<file path="src/rtl/instr_fetch_unit.sv">
// -----------------------------------------------------------------------------
// instr_fetch_unit
//
// Fetches one instruction word at a time from instruction memory, holds it in
// the instruction register while the datapath executes it, then computes the
// next PC (sequential, conditional branch or jump) and fetches again.
//
// The sequencer has three states:
//   IDLE  - parked, no request outstanding
//   FETCH - one setup cycle, then imem_req held high until imem_ack
//   EXEC  - instruction register valid until exec_done
//
// Every output comes straight from a register, so there is no combinational
// path from any input to any output.
//
// Ports
//   clk, rst_n     system clock, asynchronous active-low reset
//   en             run enable, sampled at instruction boundaries
//   imem_req       instruction-memory read request
//   imem_addr      word-aligned fetch address
//   imem_ack       one-cycle pulse, imem_rdata valid
//   imem_rdata     instruction word
//   op, rs, rt, rd, func, imm16
//                  fields of the held instruction
//   instr_valid    instruction register holds an instruction under execution
//   pc             address of the held instruction
//   exec_done      one-cycle pulse, datapath has finished the instruction
//   branch_eq, branch_ne, jump, zero
//                  control flow qualifiers, used only together with exec_done
//   instr_count    number of instructions fetched since reset (wraps)
// -----------------------------------------------------------------------------
module instr_fetch_unit #(
    parameter logic [31:0] RESET_PC = 32'h0000_0000
) (
    input  logic        clk,
    input  logic        rst_n,
    input  logic        en,
    output logic        imem_req,
    output logic [31:0] imem_addr,
    input  logic        imem_ack,
    input  logic [31:0] imem_rdata,
    output logic [5:0]  op,
    output logic [5:0]  func,
    output logic [4:0]  rs,
    output logic [4:0]  rt,
    output logic [4:0]  rd,
    output logic [15:0] imm16,
    output logic        instr_valid,
    output logic [31:0] pc,
    input  logic        exec_done,
    input  logic        branch_eq,
    input  logic        branch_ne,
    input  logic        jump,
    input  logic        zero,
    output logic [31:0] instr_count
);

    typedef enum logic [1:0] {
        IDLE  = 2'd0,
        FETCH = 2'd1,
        EXEC  = 2'd2
    } state_t;

    // The low two address bits are forced to zero even for the reset value.
    localparam logic [31:0] RESET_PC_ALIGNED = {RESET_PC[31:2], 2'b00};

    state_t      state_reg, state_next;
    logic        req_reg, req_next;
    logic [31:0] fetch_pc_reg;
    logic [31:0] pc_reg;
    logic [31:0] ir_reg;
    logic [31:0] count_reg;

    logic        ack_take;
    logic        exec_take;
    logic        branch_taken;
    logic [31:0] pc_plus4;
    logic [31:0] branch_offset;
    logic [31:0] jump_target;
    logic [31:0] target_pc;

    // An acknowledge counts only while our own request is visible on the bus;
    // this also discards acks that belong to a fetch cut short by reset.
    assign ack_take  = (state_reg == FETCH) && req_reg && imem_ack;
    assign exec_take = (state_reg == EXEC) && exec_done;

    // -------------------------------------------------------------------------
    // Next-PC computation from the held instruction
    // -------------------------------------------------------------------------
    assign pc_plus4      = pc_reg + 32'd4;
    assign branch_offset = {{14{ir_reg[15]}}, ir_reg[15:0], 2'b00};
    assign jump_target   = {pc_plus4[31:28], ir_reg[25:0], 2'b00};
    assign branch_taken  = (branch_eq && zero) || (branch_ne && !zero);

    always_comb begin
        target_pc = pc_plus4;
        if (jump) begin
            target_pc = jump_target;
        end else if (branch_taken) begin
            target_pc = pc_plus4 + branch_offset;
        end
    end

    // -------------------------------------------------------------------------
    // Sequencer
    // -------------------------------------------------------------------------
    always_ff @(posedge clk or negedge rst_n) begin
        if (!rst_n) begin
            state_reg <= IDLE;
            req_reg   <= 1'b0;
        end else begin
            state_reg <= state_next;
            req_reg   <= req_next;
        end
    end

    // The request rises one cycle after FETCH is entered, which keeps
    // back-to-back fetches at least three cycles apart.
    always_comb begin
        state_next = state_reg;
        req_next   = 1'b0;
        case (state_reg)
            IDLE: begin
                if (en) begin
                    state_next = FETCH;
                end
            end
            FETCH: begin
                // en is deliberately ignored here: a started fetch completes.
                if (ack_take) begin
                    state_next = EXEC;
                end else begin
                    req_next = 1'b1;
                end
            end
            EXEC: begin
                if (exec_done) begin
                    state_next = en ? FETCH : IDLE;
                end
            end
            default: begin
                state_next = IDLE;
            end
        endcase
    end

    // -------------------------------------------------------------------------
    // Datapath registers
    // -------------------------------------------------------------------------
    always_ff @(posedge clk or negedge rst_n) begin
        if (!rst_n) begin
            fetch_pc_reg <= RESET_PC_ALIGNED;
            pc_reg       <= RESET_PC_ALIGNED;
            ir_reg       <= 32'd0;
            count_reg    <= 32'd0;
        end else begin
            if (ack_take) begin
                ir_reg    <= imem_rdata;
                pc_reg    <= fetch_pc_reg;
                count_reg <= count_reg + 32'd1;
            end
            if (exec_take) begin
                fetch_pc_reg <= target_pc;
            end
        end
    end

    // -------------------------------------------------------------------------
    // Outputs
    // -------------------------------------------------------------------------
    assign imem_req    = req_reg;
    assign imem_addr   = {fetch_pc_reg[31:2], 2'b00};
    assign pc          = {pc_reg[31:2], 2'b00};
    assign instr_valid = (state_reg == EXEC);
    assign instr_count = count_reg;

    assign op    = ir_reg[31:26];
    assign rs    = ir_reg[25:21];
    assign rt    = ir_reg[20:16];
    assign rd    = ir_reg[15:11];
    assign func  = ir_reg[5:0];
    assign imm16 = ir_reg[15:0];

endmodule

</file>
<file path="config.mk">
export PLATFORM = sky130hd
export DESIGN_NAME = instr_fetch_unit
export DESIGN_NICKNAME = d
export VERILOG_FILES = /design/src/rtl/instr_fetch_unit.sv
export SDC_FILE = /design/constraint.sdc
export NUM_CORES = 1
export LEC_CHECK = 0
export CORE_MARGIN = 5
export CORE_UTILIZATION = 55
export CTS_BUF_LIST = sky130_fd_sc_hd__clkbuf_4 sky130_fd_sc_hd__clkbuf_8 sky130_fd_sc_hd__clkbuf_16
export DETAILED_ROUTE_END_ITERATION = 7
export GPL_ROUTABILITY_DRIVEN = 0
export HOLD_SLACK_MARGIN = 0.05
export PLACE_DENSITY_LB_ADDON = 0.25
export SYNTH_ARGS = -nofsm -noshare
export SYNTH_HDL_FRONTEND = slang
export SYNTH_SLANG_ARGS = --single-unit
export TNS_END_PERCENT = 30
</file>
<file path="constraint.sdc">
create_clock -name clk -period 10 [get_ports clk]
set_input_delay 2 -clock clk [delete_from_list [all_inputs] [get_ports clk]]
set_output_delay 2 -clock clk [all_outputs]
set_load 0.02 [all_outputs]
</file>
Word level (Yosys, flattened, before mapping)
Cells that the tools add are included.
Storage, ports and cells
  flip-flop bits (word level): 131
  input bits: 41
  output and inout bits: 141
Cells by class
  add/subtract/negate cells: 3
  equal/unequal tests: 5
  multiplexer cells: 9
  reductions and logical operators: 9
Operators by type and width (number)
  32-bit 2-to-1 mux: 2
  32-bit by 1-bit adder with 32-bit output (second input constant): 1
  32-bit by 3-bit adder with 32-bit output (second input constant): 1
  32-bit adder: 1
  2-bit 2-to-1 mux: 3
  2-bit one-hot mux with 3 select lines: 1
  1-bit logical AND: 5
  2-bit != test (second input constant): 2
  1-bit 2-to-1 mux: 3
  3-bit AND reduction: 1
  2-bit by 1-bit equality test with 1-bit output (second input constant): 1
  2-bit equality test (second input constant): 1
  2-bit zero test: 1
  2-bit by 1-bit != test with 1-bit output (second input constant): 1
  1-bit zero test: 1
  1-bit logical OR: 1

Longest topological paths before layout
Gate-level depths: netlist of the first run.
  depth in word-level cells: 5
  mapped depth: 18
  mapped depth without buffers: 17

Worst setup path after synthesis of the first run
Ideal clock, no wire load.
  path kind: register -> register
  start: reg pc_reg[4]
  end: reg fetch_pc_reg[31]
  arrival time: 3.423 ns
  required time: 9.908 ns
  slack: 6.485 ns
  cell stages (with the launch flop): 18
  path buffers: 1
  cell sequence: dfrtp_1 > and4_4 > and4_1 > buf_4 > nand3_2 > or2_4 > inv_2 > nand3_1 > xnor2_1 > ha_1 > nand3_1 > o21ai_0 > o22ai_1 > a21oi_1 > a211oi_1 > xnor2_1 > and3_1 > o31ai_2
On the way
  cells in the longest elaborated chain, start to end: 4
RTL lines
  from (decl): RTL line 70  | logic [31:0] pc_reg;
  from (signal assigned): RTL line 159  | pc_reg <= fetch_pc_reg;
  32-bit by 3-bit adder with 32-bit output (*): RTL line 90  | assign pc_plus4 = pc_reg + 32'd4;
  32-bit adder: RTL line 100  | target_pc = pc_plus4 + branch_offset;
  32-bit 2-to-1 mux: RTL line 99  | end else if (branch_taken) begin
  32-bit 2-to-1 mux (*): RTL line 97  | if (jump) begin
  to (signal assigned): RTL line 163  | fetch_pc_reg <= target_pc;
  to (decl): RTL line 69  | logic [31:0] fetch_pc_reg;
Mark *: on every way between the ends. The rest lies on a longest branch, timed or not.
A chain may end at the register's enable or synchronous reset.

Final worst setup path of the first run
Same ends and word-level chain as after synthesis.

==> metrics.txt, run 1 <==
area leader, netlist=dfrtp_1; cells after synthesis=894; Synth Area in Adders=6.51%; Yosys top cell area share=41.7%; Synth cell types=64; initial antenna violation count=0; final slew viol count=0; number of diodes=0; Cell Area, Synth=7610 um2; Root Driver=clkbuf_16; met3 usage=6.33%; via count=7,171; Layout fillers=1,040; skew final=11.6 ps; Layout area overhead=32.4%; leak pwr=4.63 nW; cell count of the worst reg-to-reg path=16; post-synthesis mux area share=0.279%; number of cells on the critical path=16; fin crit period=4080 ps; die outline height=128 um; VDD IR-drop max=0.207 mV; Final Util=73.5%; Synthesis Warnings=0; post-CTS resize count=0; WP data required=10,340 ps; row count=43; EDFF count, synth=0; Clock Pin Slew Worst Setup and Hold Paths=60 ps; worst hold path class=reg -> reg; DRC viols=0; GRT Total Usage=27.7%; Post-DP HPWL=15,600 um; critical path arrival=4410 ps; outcome=complete, no violations; drt first pass iters=5; CP endpoint kind=register; commonest non-fill, non-tap cell in the layout=nand2_1; die area=16,300 um2; Final Hold Fails=0; H-tree levels=4; PwrDens=328 nW/um2; Skew-Pair Late Insertion Delay=420 ps; total gr overflow=0; sequential share of the synthesized area=41.7%; RSZ-0062 raised after global routing=no; first-pass GRT wire length=36,000 um; setup ws final=5920 ps; Starting Density=55.5%; met1 global-route usage=36.0%; most used routing layer=met2; main combinational cell family by area after synthesis=simple AND/OR/NAND/NOR gates; vias in the first global route=7,063; Slew HR=43.5%; DRT iter0 DRCs=622; # port buffers=177; CTS tree=done; type of the worst setup path=reg -> reg; number of cells on the worst hold path=2; WL per Instance=18.0 um; asr flop ratio synth=100%; total setup buffers inserted after CTS=0; Synth Area in Simple Gates=23.1%; Top Ports=182; Final Cycle Share=40.8%; final setup vio count=0; worst-margin pin slew=846 ps; hold_buf cts=0; synth top area cells=dfrtp_1 (42%), nand2_1 (13%), xnor2_1 (7.4%), ha_1 (6.2%), o21ai_0 (2.6%); GR Util met2=45.8%; setup_tns=0 ps; CP max stage delay=470 ps; DP Worst Slack=5940 ps; maximum clock frequency=0.245 GHz; Synth Area in Compound Gates=14.6%; slowest cell on the critical path=dfrtp_1; XOR/XNOR Fraction of Synth Area=9.88%; max_cap viols=0; clk sinks=127; Largest delay share family, worst path=simple AND/OR/NAND/NOR gates; CP bufs+invs=1; vias per inst=5.77; Main synth FF type=dfrtp_1; crit-path cells=and4_4 -> and4_1 -> nand3_2 -> or2_4 -> inv_2 -> nand3_1 -> xnor2_1 -> ha_1 -> nand3_1 -> o21ai_0 -> o22ai_1 -> a21oi_1 -> a211oi_1 -> xnor2_1 -> a21oi_1 -> o31ai_2; WL final=22,400 um; most frequent cells in the layout=nand2_1 (261), clkdlybuf4s50_1 (176), dfrtp_1 (127); WHS=475 ps; DIE WIDTH=128 um; Post-DRT Antenna Nets=0; Synth Area per Inst=8.52 um2; crit path max fanout=7; CTS Buf Count=17; pin count of the biggest net entering global routing=76; layout cells sized above 1=5.37%; Core ar.=13,700 um2; R2R Setup Slk=5920 ps; CP startpoint kind=register; Clock Tree Buf Depth=2; nets=1,129; post-synthesis register bit count=127
==> Yosys cell counts, types with 2 or more instances <==
master    count
a211oi_1     10
a21boi_1      2
a21o_1       20
a21oi_1      38
a221oi_1      3
a222oi_1      2
a22oi_1       2
a31oi_1       5
and2_1        4
and3_1       12
and4_1        6
buf_1         5
buf_4        16
clkbuf_1     29
dfrtp_1     127
ha_1         38
inv_1         9
nand2_1     261
nand2b_1      2
nand3_1      28
nand3_2       2
nand4_1      20
nor2_1       45
nor2b_1       5
nor3_1        8
o211ai_1     11
o21a_1        5
o21ai_0      40
o21ai_1      12
o21bai_1      5
o22ai_1       5
or3_1         3
xnor2_1      64
xor2_1       20
==> final timing paths <==
path | startpoint | to
setup / recovery | pc_reg[4] | fetch_pc_reg[31]
hold / removal | ir_reg[30] | ir_reg[30]
setup reg to reg | pc_reg[4] | fetch_pc_reg[31]
hold reg to reg | ir_reg[30] | ir_reg[30]
max in group asynchronous | rst_n | pc_reg[2]
min in group asynchronous | rst_n | pc_reg[18]
==> layer usage <==
metal | vias up | part of all wire [%]
met3 | 37 | 8.3
met4 | 0 | 2.2
met5 | - | 0
li1 | 3359 | -
met2 | 341 | 47
met1 | 3434 | 43
==> power breakdown <==
group | switching (mW) | internal, mW
registers | 0.235 | 0.690
logic | 0.951 | 0.754
clock network | 0.235 | 0.442
==> layout make-up <==
cell class | instances | area (um2) | share of cell area, %
clock inverters | 11 | 176 | 1.75
flip-flops and latches | 127 | 3180 | 31.5
inverters | 10 | 37.5 | 0.372
well taps | 180 | 225 | 2.23
multi-input cells | 709 | 4170 | 41.3
clock buffers | 21 | 474 | 4.70
repair buffers | 184 | 1830 | 18.1
==> worst reg2reg max path, delay by kind of cell, from the launching register on <==
kind	cells	cell delay [ps]
AOI/OAI and AO/OA	6	1230
buffers and inverters	1	80
and+or+nand+nor	6	1370
DFF	1	470
adders and majority gates	1	440
xor gates and xnor gates	2	420
==> logic make-up after synthesis <==
kind of cell / Yosys count
muxes: 2
and+or+nand+nor: 404
other: 1
adders and majority gates: 39
AOI/OAI and AO/OA: 175
DFF: 127
buffers and inverters: 61
xor gates and xnor gates: 85
==> stage by stage <==
step	power [mW]	std cells	area (um2)
6_report	3.31	1242	10100
5_1_grt	3.51	1242	10100
4_1_cts	3.31	1242	10100
3_5_place_dp	2.61	1210	9430
3_3_place_gp	2.58	1210	9430
2_1_floorplan	1.96	897	7620
No activity file was read; power rests on OpenSTA's default activity.
==> inputs of run 2 (changes only) <==
Settings changed: CORE_UTILIZATION 55 to 51.
Clock period 10 ns to 4.25 ns, I/O delays scaled along.
==> metrics.txt, run 2 (same netlist as run 1, synthesis figures left out) <==
outcome=complete, no violations; via count=7,002 (-2.4%); Clock Tree Buf Depth=2 (unchanged); DRC viols=0 (unchanged); Final Cycle Share=92.1% (+51 points); DRT iter0 DRCs=637 (+2.4%); Skew-Pair Late Insertion Delay=430 ps (about the same); critical path arrival=4250 ps (-160 ps); crit path max fanout=7 (unchanged); VDD IR-drop max=0.466 mV (+120%); commonest non-fill, non-tap cell in the layout=nand2_1; CTS tree=done; Clock Pin Slew Worst Setup and Hold Paths=60 ps (about the same); CP startpoint kind=register; Slew HR=37.9% (-5.6 points); row count=44 (+2.3%); worst hold path class=in -> async; type of the worst setup path=reg -> reg; final slew viol count=0 (unchanged); skew final=9.25 ps (-2.34 ps); setup ws final=337 ps (-5580 ps); Layout fillers=1,180 (+13%); clk sinks=127 (unchanged); hold_buf cts=0 (unchanged); # port buffers=177 (unchanged); CTS Buf Count=17 (unchanged); Top Ports=182 (unchanged); die outline height=132 um (+3.5%); H-tree levels=4 (unchanged); Core ar.=14,600 um2 (+6.3%); WP data required=4590 ps (-5750 ps); vias per inst=5.60 (-3.0%); total setup buffers inserted after CTS=0 (unchanged); most frequent cells in the layout=nand2_1 (261), clkdlybuf4s50_1 (176), dfrtp_1 (127); max_cap viols=0 (unchanged); total gr overflow=0 (unchanged); Post-DRT Antenna Nets=0 (unchanged); PwrDens=751 nW/um2 (+130%); R2R Setup Slk=340 ps (-5580 ps); DIE WIDTH=132 um (+3.5%); final std cells w/o fill=1,250 (+0.64%); fin crit period=3910 ps (-165 ps); first-pass GRT wire length=35,500 um (-1.4%); WHS=466 ps (-9.26 ps); die area=17,500 um2 (+7.2%); pin count of the biggest net entering global routing=85 (+12%); drt first pass iters=6 (+1); RSZ-0062 raised after global routing=no; Post-Layout Inst Area=10,000 um2 (-0.73%); GRT Total Usage=24.9% (-2.7 points); number of diodes=0 (unchanged); Root Driver=clkbuf_16; maximum clock frequency=0.256 GHz (+4.2%); vias in the first global route=6,776 (-4.1%); post-CTS resize count=0 (unchanged); final setup vio count=0 (unchanged); Tot Pwr=7.52 mW (+130%); Cell Area, Placed=9470 um2 (+0.37%); Starting Density=52.2% (-3.3 points); Post-DP HPWL=16,100 um (+2.9%); Cell Count Post-Placement=1,218 (+0.66%); nets=1,133 (+0.35%); WL per Instance=17.7 um (-2.0%); Layout area overhead=31.5%; DP Worst Slack=459 ps (-5480 ps); initial antenna violation count=0 (unchanged); CP endpoint kind=register; leak pwr=4.60 nW (-0.72%); worst-margin pin slew=932 ps (+86.0 ps); layout cells sized above 1=5.72% (+0.36 points); setup_tns=0 ps (unchanged); WL final=22,100 um (-1.3%); Final Hold Fails=0 (unchanged); Final Util=68.6% (-4.9 points)
run 2: cell count changes in the layout (fill, tap and decap cells not counted), sizes merged:
cell      previous run  this run
buf                  8        12
clkinvlp             4         5
clkbuf              21        18
bufinv               4         0
clkinv               0         4
inv                 13        15
run 2: final timing paths:
path / startpoint / end / depth (start not counted)
min in group clk: instr_count[31] / instr_count[31] / 1
min reg2reg: instr_count[31] / instr_count[31] / 1
max in group asynchronous: rst_n / fetch_pc_reg[3] / 2
min: rst_n / pc_reg[15] / 1
max: pc_reg[4] / fetch_pc_reg[31] / 16
max reg2reg: pc_reg[4] / fetch_pc_reg[31] / 16
run 2: report_power, final:
part           switching (mW)  internal [mW]
sequential              0.581           1.62
combinational            2.20           1.77
clock                   0.578          0.757
run 2: layer usage:
| metal | routed length (um) | part of all wire, % | GRT usage, % |
|---|---|---|---|
| met4 | 513 | 2.3 | 8.26 |
| met3 | 1550 | 7.0 | 5.42 |
| met5 | 0 | 0 | 0 |
| met2 | 10400 | 47 | 39.4 |
| met1 | 9660 | 44 | 34.2 |
run 2: final cells by class:
type | instances | area [um2] | share of cell area (%)
clock buffers | 18 | 433 | 4.32
clock inverters | 14 | 109 | 1.09
inverters | 10 | 37.5 | 0.375
multi-input cells | 709 | 4170 | 41.6
flip-flops and latches | 127 | 3180 | 31.8
well taps | 184 | 230 | 2.30
repair buffers | 188 | 1860 | 18.5
run 2: critical path, stage by stage, from the launching register on:
cell and delay (ps):
dfrtp_1 470, and4_4 300, and4_1 340, nand3_2 140, or2_4 320, inv_2 70, nand3_1 90, xnor2_1 200
ha_1 420, nand3_1 100, o21ai_0 220, o22ai_1 120, a21oi_1 340, a211oi_1 150, xnor2_1 170, and3_1 240
o31ai_2 160
